$ cat config.mk
export PLATFORM = sky130hd
export DESIGN_NAME = alu8
export DESIGN_NICKNAME = d
export VERILOG_FILES = /design/src/rtl/alu_pkg.sv /design/src/rtl/alu8_core.sv /design/src/rtl/alu8.sv
export SDC_FILE = /design/constraint.sdc
export NUM_CORES = 1
export LEC_CHECK = 0
export ABC_AREA = 1
export BUFFER_PORTS_ARGS = -buffer_cell sky130_fd_sc_hd__buf_4
export CAP_MARGIN = 20
export CELL_PAD_IN_SITES_DETAIL_PLACEMENT = 0
export CELL_PAD_IN_SITES_GLOBAL_PLACEMENT = 1
export CORE_ASPECT_RATIO = 1.1
export CORE_UTILIZATION = 41
export CTS_CLUSTER_SIZE = 20
export DETAILED_ROUTE_END_ITERATION = 16
export PLACE_DENSITY_LB_ADDON = 0.1
export SLEW_MARGIN = 15
export SYNTH_ARGS = -nofsm -noshare
export SYNTH_HDL_FRONTEND = slang
export SYNTH_SLANG_ARGS = --single-unit
$ cat constraint.sdc
create_clock -name clk -period 1.5 [get_ports clk]
set_clock_uncertainty 0.2 [all_clocks]
set_input_delay 0.3 -clock clk [delete_from_list [all_inputs] [get_ports clk]]
set_output_delay 0.3 -clock clk [all_outputs]
set_load 0.05 [all_outputs]
$ cat src/rtl/alu_pkg.sv
// Shared definitions for the calculator ALU: opcode encodings and default datapath width.
package alu_pkg;

  localparam int unsigned ALU_WIDTH = 8;

  localparam logic [2:0] OP_NOP = 3'd0;
  localparam logic [2:0] OP_ADD = 3'd1;
  localparam logic [2:0] OP_SUB = 3'd2;
  localparam logic [2:0] OP_AND = 3'd3;
  localparam logic [2:0] OP_OR  = 3'd4;
  localparam logic [2:0] OP_XOR = 3'd5;

endpackage

$ cat src/rtl/alu8_core.sv
// Combinational ALU function: maps opcode and operands to a result and carry/borrow flag.
module alu8_core
  import alu_pkg::*;
#(
  parameter int unsigned WIDTH = ALU_WIDTH
) (
  input  logic [2:0]       opt,
  input  logic [WIDTH-1:0] numa,
  input  logic [WIDTH-1:0] numb,
  input  logic             ci,
  output logic [WIDTH-1:0] res,
  output logic             carry
);

  logic [WIDTH:0] wide_a;
  logic [WIDTH:0] wide_b;
  logic [WIDTH:0] wide_c;
  logic [WIDTH:0] wide_r;

  assign wide_a = {1'b0, numa};
  assign wide_b = {1'b0, numb};
  assign wide_c = {{WIDTH{1'b0}}, ci};

  always_comb begin
    wide_r = '0;
    unique case (opt)
      OP_ADD:  wide_r = wide_a + wide_b + wide_c;
      // Difference spans [-2^WIDTH, 2^WIDTH-1], so the top bit is set exactly on borrow.
      OP_SUB:  wide_r = wide_a - wide_b - wide_c;
      OP_AND:  wide_r = {1'b0, numa & numb};
      OP_OR:   wide_r = {1'b0, numa | numb};
      OP_XOR:  wide_r = {1'b0, numa ^ numb};
      default: wide_r = '0;
    endcase
  end

  assign res   = wide_r[WIDTH-1:0];
  assign carry = wide_r[WIDTH];

endmodule

$ cat src/rtl/alu8.sv
// Registered ALU: samples operands on in_valid and presents result and flags one cycle later.
module alu8
  import alu_pkg::*;
#(
  parameter int unsigned WIDTH = ALU_WIDTH
) (
  input  logic             clk,
  input  logic             rst_n,
  input  logic             in_valid,
  input  logic [2:0]       opt,
  input  logic [WIDTH-1:0] numa,
  input  logic [WIDTH-1:0] numb,
  input  logic             ci,
  output logic [WIDTH-1:0] s,
  output logic             zero,
  output logic             co,
  output logic             out_valid
);

  logic [WIDTH-1:0] core_res;
  logic             core_carry;

  logic [WIDTH-1:0] s_d, s_q;
  logic             zero_d, zero_q;
  logic             co_d, co_q;
  logic             out_valid_d, out_valid_q;

  alu8_core #(
    .WIDTH(WIDTH)
  ) u_core (
    .opt  (opt),
    .numa (numa),
    .numb (numb),
    .ci   (ci),
    .res  (core_res),
    .carry(core_carry)
  );

  always_comb begin
    s_d         = s_q;
    zero_d      = zero_q;
    co_d        = co_q;
    out_valid_d = 1'b0;
    if (in_valid) begin
      s_d         = core_res;
      // Taken from the next-state result so the flag always tracks the s loaded alongside it.
      zero_d      = (core_res == '0);
      co_d        = core_carry;
      out_valid_d = 1'b1;
    end
  end

  always_ff @(posedge clk or negedge rst_n) begin
    if (!rst_n) begin
      s_q         <= '0;
      zero_q      <= 1'b1;
      co_q        <= 1'b0;
      out_valid_q <= 1'b0;
    end else begin
      s_q         <= s_d;
      zero_q      <= zero_d;
      co_q        <= co_d;
      out_valid_q <= out_valid_d;
    end
  end

  assign s         = s_q;
  assign zero      = zero_q;
  assign co        = co_q;
  assign out_valid = out_valid_q;

endmodule

==> results.py, run 1 <==
metrics = {
    "power": {
        "ir_drop_v": 0.000250,
        "p_per_area_nw_per_um2": 624,
        "power_mw": 1.78,
        "leakagePower_nw": 1.60,
    },
    "setup_path": {
        "worst-r2r-setup-slack_ns": 0.61,
        "slowest_delay_ns": 0.39,
        "path_delay_family": "simple AND/OR/NAND/NOR gates",
        "crit_buf_inv": 3,
        "cp_max_fo": 2,
        "r2r_cells": 2,
        "startpoint_type": "input port",
        "crit_arrival_ns": 2.03,
        "slowest_stage": "fa_2",
        "worst-path-stages": 14,
        "critical_path_class": "input port to register",
        "endpoint_kind": "register",
        "required_ns": 1.47,
        "path_cells": "buf_8 -> inv_4 -> fa_2 -> fa_2 -> or2_4 -> buf_4 -> nand2_2 -> nand2_2 -> nand3_2 -> nor2_2 -> nand3_2 -> nor2_2 -> nand4_1 -> nand2_1",
    },
    "synth": {
        "syn-instance-count": 290,
        "synthSimpleGateAreaFrac": 0.401,
        "synth_area_sq_um": 1880,
        "synth-xor-area-share": 0.00467,
        "synth.area.top_cells": "ha_1 20%, nand2_1 17%, dfrtp_1 13%, inv_1 11%, nand3_1 7.5%",
        "ys_ff_latch": 11,
        "synth.yosys.warnings": 0,
        "syn-num-nets": 347,
        "synth_top_family_by_area": "simple AND/OR/NAND/NOR gates",
        "synth_area_leader_cell": "ha_1",
        "synth.area.mux_share": 0,
        "ys_dominant_reg_cell": "dfrtp_1",
        "seq_area_frac_synth": 0.147,
        "yosysTopAreaCellShare": 0.200,
        "synth-compound-area-share": 0.0700,
        "synth_cell_type_count": 30,
        "avgSynthCellArea_sq_um": 6.47,
        "synthArstFlopShare": 1.00,
        "synth_fa_ha_area_frac": 0.243,
        "synth_edf_count": 0,
    },
    "cts": {
        "clk_pin_slew_ns": 0.05,
        "cts_max_path_buffers": 2,
        "htree_num_levels": 1,
        "cts_inserted_buffers": 3,
        "tritoncts": "built",
        "insertion_delay_ns": 0.24,
        "cts_sinks": 11,
        "cts_root_buf": "clkbuf_8",
    },
    "die": {
        "start_util": 0.432,
        "die_x_microns": 66.5,
        "dieHeight_microns": 73.0,
        "die-area_sq_um": 4850,
        "rows": 25,
        "io_pins": 34,
        "core_area_sq_um": 4350,
    },
    "detailed_routing": {
        "vias": 2046,
        "drc_errors": 0,
        "vias_per_cell": 4.75,
        "avgRoutedWirePerCell_microns": 11.7,
        "routed_wl_microns": 5060,
        "first_iter_violations": 42,
        "drt-pass1-iter-count": 4,
        "antenna_left": 0,
    },
    "placement": {
        "dp_hpwl_microns": 4110,
        "place_congestion": 0.880,
        "portBuffers": 33,
    },
    "min_path": {
        "whs_path_depth": 1,
        "hold_class": "input port to register",
    },
    "layout": {
        "multiInputGateArea_sq_um": 1560,
        "drive_above_1_share": 0.406,
        "seq_area_sq_um": 277,
        "final_common_cell": "buf_4",
        "antenna_cells": 0,
        "final_cell_mix": "81 x buf_4, 77 x nand2_1, 52 x inv_1",
        "post-route-util": 0.658,
        "area_delta_synth_final_pct": 52.5,
        "n_fill_cell": 414,
        "fin_nets": 435,
    },
    "timing": {
        "period_minus_slack_ns": 2.06,
        "fin_crit_sh": 1.37,
        "finalHoldViolations": 0,
        "fmax_mhz": 486,
        "tightest_slew_ns": 0.395,
        "relSlewSlack": 0.736,
        "final-setup-viol-count": 10,
        "rsz0062_at_grt": "true",
        "drv_slew": 0,
        "hold-worst-slack_ns": 0.0296,
        "layout_setup_ws_ns": -0.559,
    },
    "global_routing": {
        "grt_use_total": 0.225,
        "grt.overflow.total": 0,
        "grt_pass1_vias": 1888,
        "grt_pass1_wl_microns": 8260,
        "grt_max_degree": 13,
        "antenna_found_initial": 0,
    },
    "job": {
        "drv_cap": 0,
    },
    "status": {
        "violations": "negative setup slack",
        "status": "finished with violations",
    },
}
worst reg2reg max path, stage by stage (launching register included):
cell	delay, ns
dfstp_2	0.52
nand2_1	0.05
nand2_1	0.06
where the power goes:
part / switching (mW) / internal, mW / total [mW]
logic: 0.638 / 0.499 / 1.14
clock network: 0.106 / 0.186 / 0.292
registers: 0.0179 / 0.337 / 0.355
total: 0.763 / 1.02 / 1.78
logic make-up after synthesis:
kind of cell / after synthesis
AO/OA/AOI/OAI: 22
adder cells (fa/ha/maj): 34
AND/OR/NAND/NOR: 159
buffers and inverters: 63
flip-flops: 11
XOR/XNOR: 1
synth_stat cells (all sizes together), types with 2 or more instances:
cell,number
a21oi,9
buf,2
dfrtp,10
fa,4
ha,30
inv,60
nand2,88
nand3,34
nand3b,2
nand4,7
nor2,23
nor3,2
o21ai,6
o22ai,3
or2,3
what timing repair did:
item,in CTS,in global routing
hold buffers,1,0
resized for setup,28,12
hold endpoints to repair,11,0
setup endpoints to repair,10,10
buffers inserted,4,1
pin swaps,25,14
layer usage:
metal | GRT usage | wire (microns)
met1 | 0.284 | 2290
met2 | 0.415 | 2590
met3 | 0.00938 | 105
met4 | 0.0591 | 72
met5 | 0 | 0
area by class of cell:
| type | count | share of cell area |
|---|---|---|
| Multi-Input combinational cell | 216 | 0.546 |
| Timing Repair Buffer | 86 | 0.234 |
| Sequential cell | 11 | 0.0966 |
| Inverter | 60 | 0.0840 |
| Tap cell | 54 | 0.0236 |
| Clock buffer | 4 | 0.0157 |
per-stage QoR:
| stage | cell area [sq um] | setup TNS [ns] | setup slack (ns) | instances |
|---|---|---|---|---|
| after floorplan | 1960 | -4.35 | -0.621 | 290 |
| after global placement | 2610 | -7.09 | -0.860 | 421 |
| after detailed placement | 2610 | -7.40 | -0.900 | 421 |
| after CTS | 2810 | -4.11 | -0.529 | 430 |
| after global routing | 2860 | -5.04 | -0.623 | 431 |
| final | 2860 | -4.27 | -0.559 | 431 |
flip-flops by register name, summed over array words and instances, names as in the netlist:
| register | count |
|---|---|
| co | 1 |
| zero | 1 |
| out_valid | 1 |
| s | 8 |
path summary, 6_finish.rpt:
path | to | startpoint
max reg2reg | zero | zero
min | out_valid | in_valid
max in group asynchronous | zero | rst_n
min reg2reg | zero | zero
min in group asynchronous | s[1] | rst_n
max | zero | ci
Note: power is estimated with default switching activity, not from simulation.
==> run 2: changes to the inputs <==
BUFFER_PORTS_ARGS = -buffer_cell sky130_fd_sc_hd__buf_2   (was -buffer_cell sky130_fd_sc_hd__buf_4)
==> run 2 against run 1 <==
Against the previous run:
- the run still ends with negative setup slack left
- worst setup slack got worse by 0.014 ns
- register-to-register slack barely moved
- via count fell by 1.2%
- largest cell class unchanged
- largest power group unchanged
- highest routed layer unchanged
==> results.py, run 2 (synthesized netlist as in run 1, its figures left out) <==
metrics = {
    "layout": {
        "multiInputGateArea_sq_um": 1540,
        "largest_reg_flops": 8,
        "fin_area_sq_um": 2820,
        "n_fill_cell": 412,
        "drive_above_1_share": 0.387,
        "fin_nets": 435,
        "antenna_cells": 0,
        "final_common_cell": "nand2_1",
        "area_delta_synth_final_pct": 50.0,
        "seq_area_sq_um": 277,
        "final_cell_mix": "80 x nand2_1, 53 x inv_1, 49 x buf_4",
    },
    "power": {
        "clockPowerShare": 0.165,
        "swShare": 0.429,
        "intPower_uw": 989,
        "switching_power_uw": 743,
        "ir_drop_v": 0.000237,
        "leakagePower_nw": 1.60,
        "p_per_area_nw_per_um2": 615,
        "power.share.sequential": 0.204,
        "power_frac_comb": 0.631,
    },
    "detailed_routing": {
        "avgRoutedWirePerCell_microns": 11.4,
        "routed_wl_microns": 4900,
        "antenna_left": 0,
        "drt-pass1-iter-count": 4,
        "vias": 2021,
        "drc_errors": 0,
        "vias_per_cell": 4.69,
        "first_iter_violations": 54,
    },
    "global_routing": {
        "grt_pass1_wl_microns": 8530,
        "grt_max_degree": 15,
        "grt_pass1_vias": 1988,
        "antenna_found_initial": 0,
        "grt.overflow.total": 0,
        "grt_use_total": 0.226,
    },
    "status": {
        "status": "finished with violations",
        "violations": "negative setup slack",
    },
    "setup_path": {
        "reg2reg_from": "zero",
        "endpoint_kind": "register",
        "worst-r2r-setup-slack_ns": 0.60,
        "r2r_cells": 2,
        "required_ns": 1.42,
        "crit_arrival_ns": 1.99,
        "crit_start": "numb[0]",
        "startpoint_type": "input port",
        "cp_max_fo": 3,
        "critical_path_class": "input port to register",
    },
    "timing": {
        "relSlewSlack": 0.733,
        "fin_crit_sh": 1.38,
        "finalHoldViolations": 0,
        "period_minus_slack_ns": 2.07,
        "tightest_slew_ns": 0.401,
        "final-setup-viol-count": 10,
        "fmax_mhz": 483,
        "layout_setup_ws_ns": -0.573,
        "final.setup.tns_ns": -4.57,
        "drv_slew": 0,
        "rsz0062_at_grt": "true",
    },
    "cts": {
        "cts_sinks": 11,
        "cts_max_path_buffers": 2,
        "insertion_delay_ns": 0.23,
        "cts_root_buf": "clkbuf_8",
        "clk_pin_slew_ns": 0.05,
        "cts_inserted_buffers": 3,
        "htree_num_levels": 1,
        "tritoncts": "built",
    },
    "die": {
        "io_pins": 34,
        "start_util": 0.432,
        "die-area_sq_um": 4850,
        "die_x_microns": 66.5,
        "dieHeight_microns": 73.0,
        "rows": 25,
        "core_area_sq_um": 4350,
    },
    "min_path": {
        "min_from": "in_valid",
        "hold_class": "input port to register",
        "whs_path_depth": 1,
    },
    "placement": {
        "dp_hpwl_microns": 4130,
        "place_congestion": 0.841,
        "portBuffers": 33,
        "place_ws_ns": -0.952,
        "placed_cell_area_sq_um": 2590,
    },
    "job": {
        "drv_cap": 0,
    },
}
==> run 2: cell counts in the layout (fill, tap and decap cells not counted) <==
No cell type changed its count.
==> run 2: layout make-up <==
class / count / area share
clock buffers: 4 / 0.0160
inverters: 60 / 0.0853
multi-input cells: 216 / 0.546
flip-flops and latches: 11 / 0.0982
well taps: 54 / 0.0240
repair buffers: 86 / 0.231
==> run 2: repair_timing <==
| item | in CTS | in global routing |
|---|---|---|
| pin swaps | 21 | 12 |
| hold buffers | 1 | 0 |
| buffers inserted | 2 | 1 |
| resized for setup | 25 | 11 |
| hold endpoints to repair | 11 | 0 |
| setup endpoints to repair | 11 | 10 |
==> run 2: stage by stage <==
stage | hold slack (ns) | instances | power [mW] | util
floorplan | -0.196 | 290 | 0.997 | -
detailed placement | -0.0212 | 423 | 1.37 | 0.595
global placement | -0.0283 | 423 | 1.35 | 0.595
finish | 0.0712 | 431 | 1.73 | 0.647
global route | 0.0664 | 431 | 1.89 | 0.647
CTS | 0.0664 | 430 | 1.71 | 0.634
==> run 2: worst max-delay path, stage by stage <==
cell and delay, ns:
buf_12 0.10, inv_12 0.03, fa_2 0.40, fa_2 0.41
or2_4 0.26, nand2_4 0.06, nand2_2 0.05, nand4_1 0.08
nand3_1 0.08, nand3_1 0.07, nand2_1 0.05, nand2_1 0.06
nand2_1 0.04
==> run 2: path summary, 6_finish.rpt <==
check / to
hold reg to reg: zero
hold / removal: out_valid
setup reg to reg: zero
setup / recovery: co
max in group asynchronous: zero
min in group asynchronous: s[1]
==> run 2: power by group through the flow <==
stage / logic (mW) / clock network [mW] / registers, mW
2_1_floorplan: 0.505 / 0 / 0.492
3_3_place_gp: 0.999 / 0 / 0.355
3_5_place_dp: 1.01 / 0 / 0.358
4_1_cts: 1.07 / 0.293 / 0.354
5_1_grt: 1.21 / 0.315 / 0.359
6_report: 1.09 / 0.285 / 0.353
==> run 2: per-layer routing <==
metal,GRT usage,part of all wire,up-vias
met2,0.410,0.49,37
li1,-,-,1081
met5,0,0,-
met1,0.298,0.48,899
met3,0.00938,0.030,4
met4,0.0378,0.0049,0
